--- config.mk ---
export PLATFORM = sky130hd
export DESIGN_NAME = temporizador_bcd
export DESIGN_NICKNAME = d
export VERILOG_FILES = /design/src/rtl/temporizador_pkg.sv /design/src/rtl/contador_modn_digit.sv /design/src/rtl/temporizador_bcd.sv
export SDC_FILE = /design/constraint.sdc
export NUM_CORES = 1
export LEC_CHECK = 0
export CAP_MARGIN = 10
export CORE_UTILIZATION = 25
export CTS_CLUSTER_SIZE = 24
export DETAILED_ROUTE_END_ITERATION = 8
export HOLD_SLACK_MARGIN = 0.08
export PLACE_DENSITY_LB_ADDON = 0.1
export REMOVE_ABC_BUFFERS = 1
export SYNTH_ARGS = -nofsm -noshare
export SYNTH_HDL_FRONTEND = slang
export SYNTH_SLANG_ARGS = --single-unit
--- constraint.sdc ---
create_clock -name clk -period 2.88 [get_ports clk]
set_input_delay 0.72 -clock clk [delete_from_list [all_inputs] [get_ports clk]]
set_output_delay 0.72 -clock clk [all_outputs]
set_load 0.05 [all_outputs]
--- src/rtl/temporizador_pkg.sv ---
// ============================================================================
// Module   : temporizador_pkg
// Purpose  : Shared constants and digit helpers for the BCD cook timer.
// Revision : 1.0 - initial release
// ============================================================================
`default_nettype none

package temporizador_pkg;

    localparam int BCD_W = 4;

    // Digit 1 is the seconds-tens position when the mm:ss layout is selected.
    function automatic int digit_mod(input int i, input int mmss);
        return ((mmss != 0) && (i == 1)) ? 6 : 10;
    endfunction

    function automatic logic [BCD_W-1:0] bcd_clamp(input logic [BCD_W-1:0] value,
                                                   input int modulus);
        return (int'(value) > (modulus - 1)) ? BCD_W'(modulus - 1) : value;
    endfunction

endpackage

`default_nettype wire

--- src/rtl/contador_modn_digit.sv ---
// ============================================================================
// Module   : contador_modn_digit
// Purpose  : One mod-N BCD digit with clamped load and a terminal-count flag.
//            Up-counting is compiled in with TEMPORIZADOR_BCD_UPDOWN_EN.
// Revision : 1.0 - initial release
// ============================================================================
`default_nettype none

module contador_modn_digit
    import temporizador_pkg::*;
#(
    parameter int MOD = 10
) (
    input  logic             clk,
    input  logic             reset,
    input  logic             load,
    input  logic [BCD_W-1:0] data,
`ifdef TEMPORIZADOR_BCD_UPDOWN_EN
    input  logic             up,
`endif
    input  logic             step,
    output logic [BCD_W-1:0] count,
    output logic             tc
);

    localparam logic [BCD_W-1:0] c_max_val = BCD_W'(MOD - 1);

    logic [BCD_W-1:0] count_q;
    logic [BCD_W-1:0] count_d;

    always_comb begin
        count_d = count_q;
        if (load) begin
            count_d = bcd_clamp(data, MOD);
        end else if (step) begin
`ifdef TEMPORIZADOR_BCD_UPDOWN_EN
            if (up) begin
                count_d = (count_q == c_max_val) ? '0 : count_q + 1'b1;
            end else begin
                count_d = (count_q == '0) ? c_max_val : count_q - 1'b1;
            end
`else
            count_d = (count_q == '0) ? c_max_val : count_q - 1'b1;
`endif
        end
    end

    always_ff @(posedge clk) begin
        if (reset) begin
            count_q <= '0;
        end else begin
            count_q <= count_d;
        end
    end

    assign count = count_q;
`ifdef TEMPORIZADOR_BCD_UPDOWN_EN
    assign tc = up ? (count_q == c_max_val) : (count_q == '0);
`else
    assign tc = (count_q == '0);
`endif

endmodule

`default_nettype wire

--- src/rtl/temporizador_bcd.sv ---
// ============================================================================
// Module   : temporizador_bcd
// Purpose  : Multi-digit BCD cook-timer down-counter (optional mm:ss layout),
//            tick-gated, with zero flag and done pulse.
//            Optional up-count mode: TEMPORIZADOR_BCD_UPDOWN_EN.
// Revision : 1.0 - initial release
// ============================================================================
`default_nettype none

module temporizador_bcd
    import temporizador_pkg::*;
#(
    parameter int DIGITS = 4,
    parameter int MMSS   = 1
) (
    input  logic                    clk,
    input  logic                    reset,
    input  logic                    load,
    input  logic [BCD_W*DIGITS-1:0] data,
`ifdef TEMPORIZADOR_BCD_UPDOWN_EN
    input  logic                    up,
`endif
    input  logic                    enable,
    input  logic                    tick,
    output logic [BCD_W*DIGITS-1:0] count,
    output logic                    zero,
    output logic                    done
);

    logic [DIGITS-1:0] w_tc;
    logic [DIGITS-1:0] w_step;
    logic              w_blocked;
    logic              w_dec_en;
    logic              w_at_one;
    logic              done_q;
    logic              done_d;

    assign w_at_one = (count == (BCD_W*DIGITS)'(1));

    always_comb begin
`ifdef TEMPORIZADOR_BCD_UPDOWN_EN
        zero      = (count == '0);
        // Up mode saturates at all-max; down mode stops at zero.
        w_blocked = up ? (&w_tc) : zero;
        w_dec_en  = enable & tick & ~load & ~w_blocked;
        done_d    = w_dec_en & ~up & w_at_one;
`else
        zero      = &w_tc;
        w_blocked = zero;
        w_dec_en  = enable & tick & ~load & ~w_blocked;
        done_d    = w_dec_en & w_at_one;
`endif
        w_step[0] = w_dec_en;
        for (int i = 1; i < DIGITS; i++) begin
            w_step[i] = w_step[i-1] & w_tc[i-1];
        end
    end

    for (genvar gi = 0; gi < DIGITS; gi++) begin : g_digit
        contador_modn_digit #(
            .MOD (digit_mod(gi, MMSS))
        ) u_digit (
            .clk   (clk),
            .reset (reset),
            .load  (load),
            .data  (data[gi*BCD_W +: BCD_W]),
`ifdef TEMPORIZADOR_BCD_UPDOWN_EN
            .up    (up),
`endif
            .step  (w_step[gi]),
            .count (count[gi*BCD_W +: BCD_W]),
            .tc    (w_tc[gi])
        );
    end

    always_ff @(posedge clk) begin
        if (reset) begin
            done_q <= 1'b0;
        end else begin
            done_q <= done_d;
        end
    end

    assign done = done_q;

endmodule

`default_nettype wire
After elaboration in Yosys (flattened, before gate mapping)
Cells that the tools add are included.
W data, S select, Z words.
- add/subtract/negate cells: 4
- multiplexer cells: 16
- eq/ne operators: 1
- bitwise gates (word level): 9
- reductions and logical operators: 9
- magnitude comparators: 4
- operator list (kind ; number):
    $mux W4 ; 16
    $eq A16 B1 Y1 const B ; 1
    $logic_not A4 Y1 ; 4
    $sub A4 B1 Y4 const B ; 4
    $gt A4 B4 Y1 const B ; 3
    $reduce_bool A2 Y1 ; 4
    $and A1 B1 Y1 ; 7
    $gt A4 B3 Y1 const B ; 1
    $reduce_and A4 Y1 ; 1
    $not A1 Y1 ; 2
- bits in registers: 17
- word-level logic and storage cells: 48
- output and inout port bits: 18
- input port bits: 21

Longest topological paths before layout
- word-level depth: 9
- depth in mapped cells: 5
- mapped depth without buffers: 4

By module
Synthesis repeated with hierarchy kept, for this count alone.
- cells, all modules: 117
- area, all modules: 1048.5 sq um
- modules (own cells, without submodules) (module ; area each (sq um) ; cells each ; instances):
    contador_modn_digit at g_digit[0].u_digit ... ; 232.7 ; 27 ; 3
    contador_modn_digit at g_digit[1].u_digit ; 221.5 ; 22 ; 1
    temporizador_bcd ; 128.9 ; 14 ; 1

Worst setup path after synthesis
No wires, ideal clock.
- kind: flip-flop to output port
- start: reg g_digit[2].u_digit.count_q[3]
- end: out zero
- path buffers: 0
- cell stages (with the launch flop): 5
- arrival time: 2.186 ns
- setup slack: -0.026 ns
- cells stage by stage: dfxtp_1 > nor4_2 > nand4_1 > or4_1 > nor2_1
- longest elaborated chain between the ends: 2
- RTL lines (what ; RTL line ; RTL):
    from (decl) ; contador_modn_digit.sv:28 ; logic [BCD_W-1:0] count_q;
    from (signal assigned) ; contador_modn_digit.sv:52 ; count_q <= count_d;
    $logic_not A4 Y1 ; contador_modn_digit.sv:60 ; assign tc = (count_q == '0);
    $reduce_and A4 Y1 ; temporizador_bcd.sv:48 ; zero = &w_tc;
    to (decl) ; temporizador_bcd.sv:26 ; output logic zero,
No other way between the ends.

Worst setup path in the final report
Ends and elaborated chain as after synthesis.

==> reports/qor.yml <==
drt-total-wl_um: 3560
leakage_nw: 0.552
multi_input_area_um2: 712
synth_warnings: 0
dp_slack_ns: 0.362
port-buffer-count: 38
drc_errors: 0
synthCells: 136
skew_ns: 0.000580
grt_pass1_vias: 1265
first_iter_violations: 75
worstSkewPairLatency_ns: 0.25
crit_chain: "nor4_2 -> nand4_1 -> or4_1 -> nor2_2 -> buf_12"
setup_slack_ns: 0.149
hpwl_um: 2680
fillers: 410
layout.area.seq_um2: 340
diodes: 0
cts_tree: "yes"
initial_core_util_pct: 26.5
worst_hold_path_type: "flop to flop"
core_area_mm2: 0.00406
drtAntennaViolNets: 0
rows: 23
via_per_inst: 5.57
grt_overflow_total: 0
post_cts_buffers: 0
post_route_cells_drive_above_1_share_pct: 13.5
maxSlewHeadroom_pct: 65.3
worstSetupPathType: "flop to output port"
slowest_stage: "or4_1"
rsz0062_at_grt: "false"
crit_fanout: 6
status: "finished, final reports clean"
cts.sinks: 17
period_share_pct: 94.8
nets: 200
grt_start_max_net_pins: 22
gp_congestion: 0.827
synthTopCellsByArea: "dfxtp_1 (32%), nor2_1 (4.9%), a21oi_1 (4.2%)"
worstSetupStartpointType: "flop"
critPathCaptureType: "output port"
first_pass_iters: 4
tightest_slew_ns: 0.518
synthFlopType: "dfxtp_1"
syn_to_final_growth_pct: 49.8
fin_util_pct: 39.6
cp.required_ns: 2.16
cp_data_arrival_time_ns: 2.01
crit_family: "simple AND/OR/NAND/NOR gates"
synth_area_mm2: 0.00107
cts_buffer_depth: 2
synth_edf_count: 0
pin_count: 39
antenna_found_initial: 0
clk_pin_slew_worst_paths_ns: 0.07
finalMaxSlewViolations: 0
via_count: 1270
routedWlPerCell_um: 15.6
seq_area_frac_synth_pct: 31.7
setup-violations-final: 0
power_density_mw_per_mm2: 417
ys_ff_latch: 17
cp_slowest_stage_delay_ns: 0.50
period_needed_ns: 2.73
dieArea_mm2: 0.00456
maxClockFrequency_mhz: 366
async_reset_ff_share_pct: 0
grt_pass1_wl_um: 5790
totalPowerFinal_mw: 0.670
cts_buffers: 3
avgSynthCellArea_um2: 7.89
die_h_um: 67.5
ys_types: 42
crit_buf_inv: 1
maxCapViolations: 0
max-vdd-ir-drop_v: 0.000218
hold_viol_final: 0
cts-htree-levels: 1
cts_root_buf: "clkbuf_8"
grtUsageTotal_pct: 17.2
chipWidth_um: 67.5
yosysTopAreaCell: "dfxtp_1"
yosysTopAreaCellShare_pct: 31.7
-- placed cells by master, fill, tap and decap left out, types with 2 or more instances in the layout --
cell type | netlist | layout
a211oi_1 | 2 | 2
a21oi_1 | 9 | 9
a311oi_1 | 2 | 2
a31oi_1 | 3 | 3
buf_4 | 0 | 6
clkbuf_8 | 0 | 3
clkdlybuf4s50_1 | 0 | 37
dfxtp_1 | 17 | 17
inv_1 | 3 | 3
nand2_1 | 9 | 9
nand3_1 | 8 | 8
nand3b_1 | 3 | 3
nand4_1 | 4 | 4
nor2_1 | 14 | 13
nor3_1 | 7 | 5
nor3_2 | 0 | 2
nor3b_1 | 3 | 3
nor4_1 | 4 | 4
nor4b_1 | 2 | 2
o211ai_1 | 3 | 3
o21ai_0 | 7 | 7
o311ai_0 | 2 | 2
o31ai_1 | 3 | 3
o41ai_1 | 2 | 2
or2_2 | 3 | 3
or4_1 | 2 | 2
-- cell type report --
type	count	share of cell area, %
Multi-Input combinational cell	110	44.3
Inverter	3	0.700
Sequential cell	17	21.2
Tap cell	50	3.89
Clock buffer	3	2.57
Timing Repair Buffer	44	27.1
Clock inverter	1	0.311
-- flip-flops by register name, indices dropped and copies added (netlist names) --
name,cells
done,1
g_digit.u_digit.count,16
-- report_power, final --
part | internal, mW | total, mW | switching [mW] | leakage (nW)
combinational | 0.0915 | 0.218 | 0.126 | 0.386
clock | 0.0960 | 0.181 | 0.0846 | 0.0255
sequential | 0.248 | 0.271 | 0.0231 | 0.140
total | 0.436 | 0.670 | 0.234 | 0.552
-- Yosys cell counts (2+ instances only) --
library cell	count
o31ai_1	3
o311ai_0	2
nor2_1	14
nor4b_1	2
nor4_1	4
inv_1	3
or2_2	3
a31oi_1	3
a311oi_1	2
o21ai_0	7
nand3_1	8
nand2_1	9
o211ai_1	3
nor3b_1	3
dfxtp_1	17
nand4_1	4
or4_1	2
o41ai_1	2
a21oi_1	9
clkbuf_1	5
nor3_1	7
nand3b_1	3
a211oi_1	2
-- worst paths after layout --
| check | start | end | slack, ns | cells past startpoint |
|---|---|---|---|---|
| max | g_digit[2].u_digit.count[3]$_SDFFE_PP0P_ | zero | 0.15 | 5 |
| min | g_digit[3].u_digit.count[3]$_SDFFE_PP0P_ | g_digit[3].u_digit.count[3]$_SDFFE_PP0P_ | 0.53 | 2 |
| max reg2reg | g_digit[2].u_digit.count[3]$_SDFFE_PP0P_ | g_digit[2].u_digit.count[3]$_SDFFE_PP0P_ | 1.09 | 4 |
| min reg2reg | g_digit[3].u_digit.count[3]$_SDFFE_PP0P_ | g_digit[3].u_digit.count[3]$_SDFFE_PP0P_ | 0.53 | 2 |
-- metal layers --
layer | up-vias | GRT usage (%) | part of all wire, %
met5 | - | 0 | 0
met4 | 0 | 4.79 | 0.53
met3 | 2 | 4.73 | 6.2
met2 | 49 | 29.8 | 48
met1 | 601 | 20.5 | 45
li1 | 618 | - | -
-- cell families after synthesis --
kind of cell    Yosys count  synth area share (%)
buf+inv                   9                  3.15
simple gates             69                  38.7
compound gates           41                  26.5
flops                    17                  31.7
-- stage by stage --
| stage | instances | TNS, ns | hold WS [ns] | area (µm²) |
|---|---|---|---|---|
| after floorplan | 130 | -0.0256 | 0.707 | 1050 |
| after global placement | 224 | 0 | 0.512 | 1550 |
| after detailed placement | 224 | 0 | 0.512 | 1550 |
| after CTS | 228 | 0 | 0.527 | 1600 |
| after global routing | 228 | 0 | 0.583 | 1610 |
| final | 228 | 0 | 0.533 | 1610 |
-- worst reg2reg max path: stages (launching register included) --
cell	delay (ns)
dfxtp_1	0.36
or4_1	0.61
nor3_1	0.38
or3_4	0.22
a311oi_2	0.08
-- what timing repair did --
action / CTS / global route
setup endpoints to repair: 0 / 1
resized for setup: 0 / 3
hold buffers: 0 / 0
Note: power is estimated with default switching activity, not from simulation.
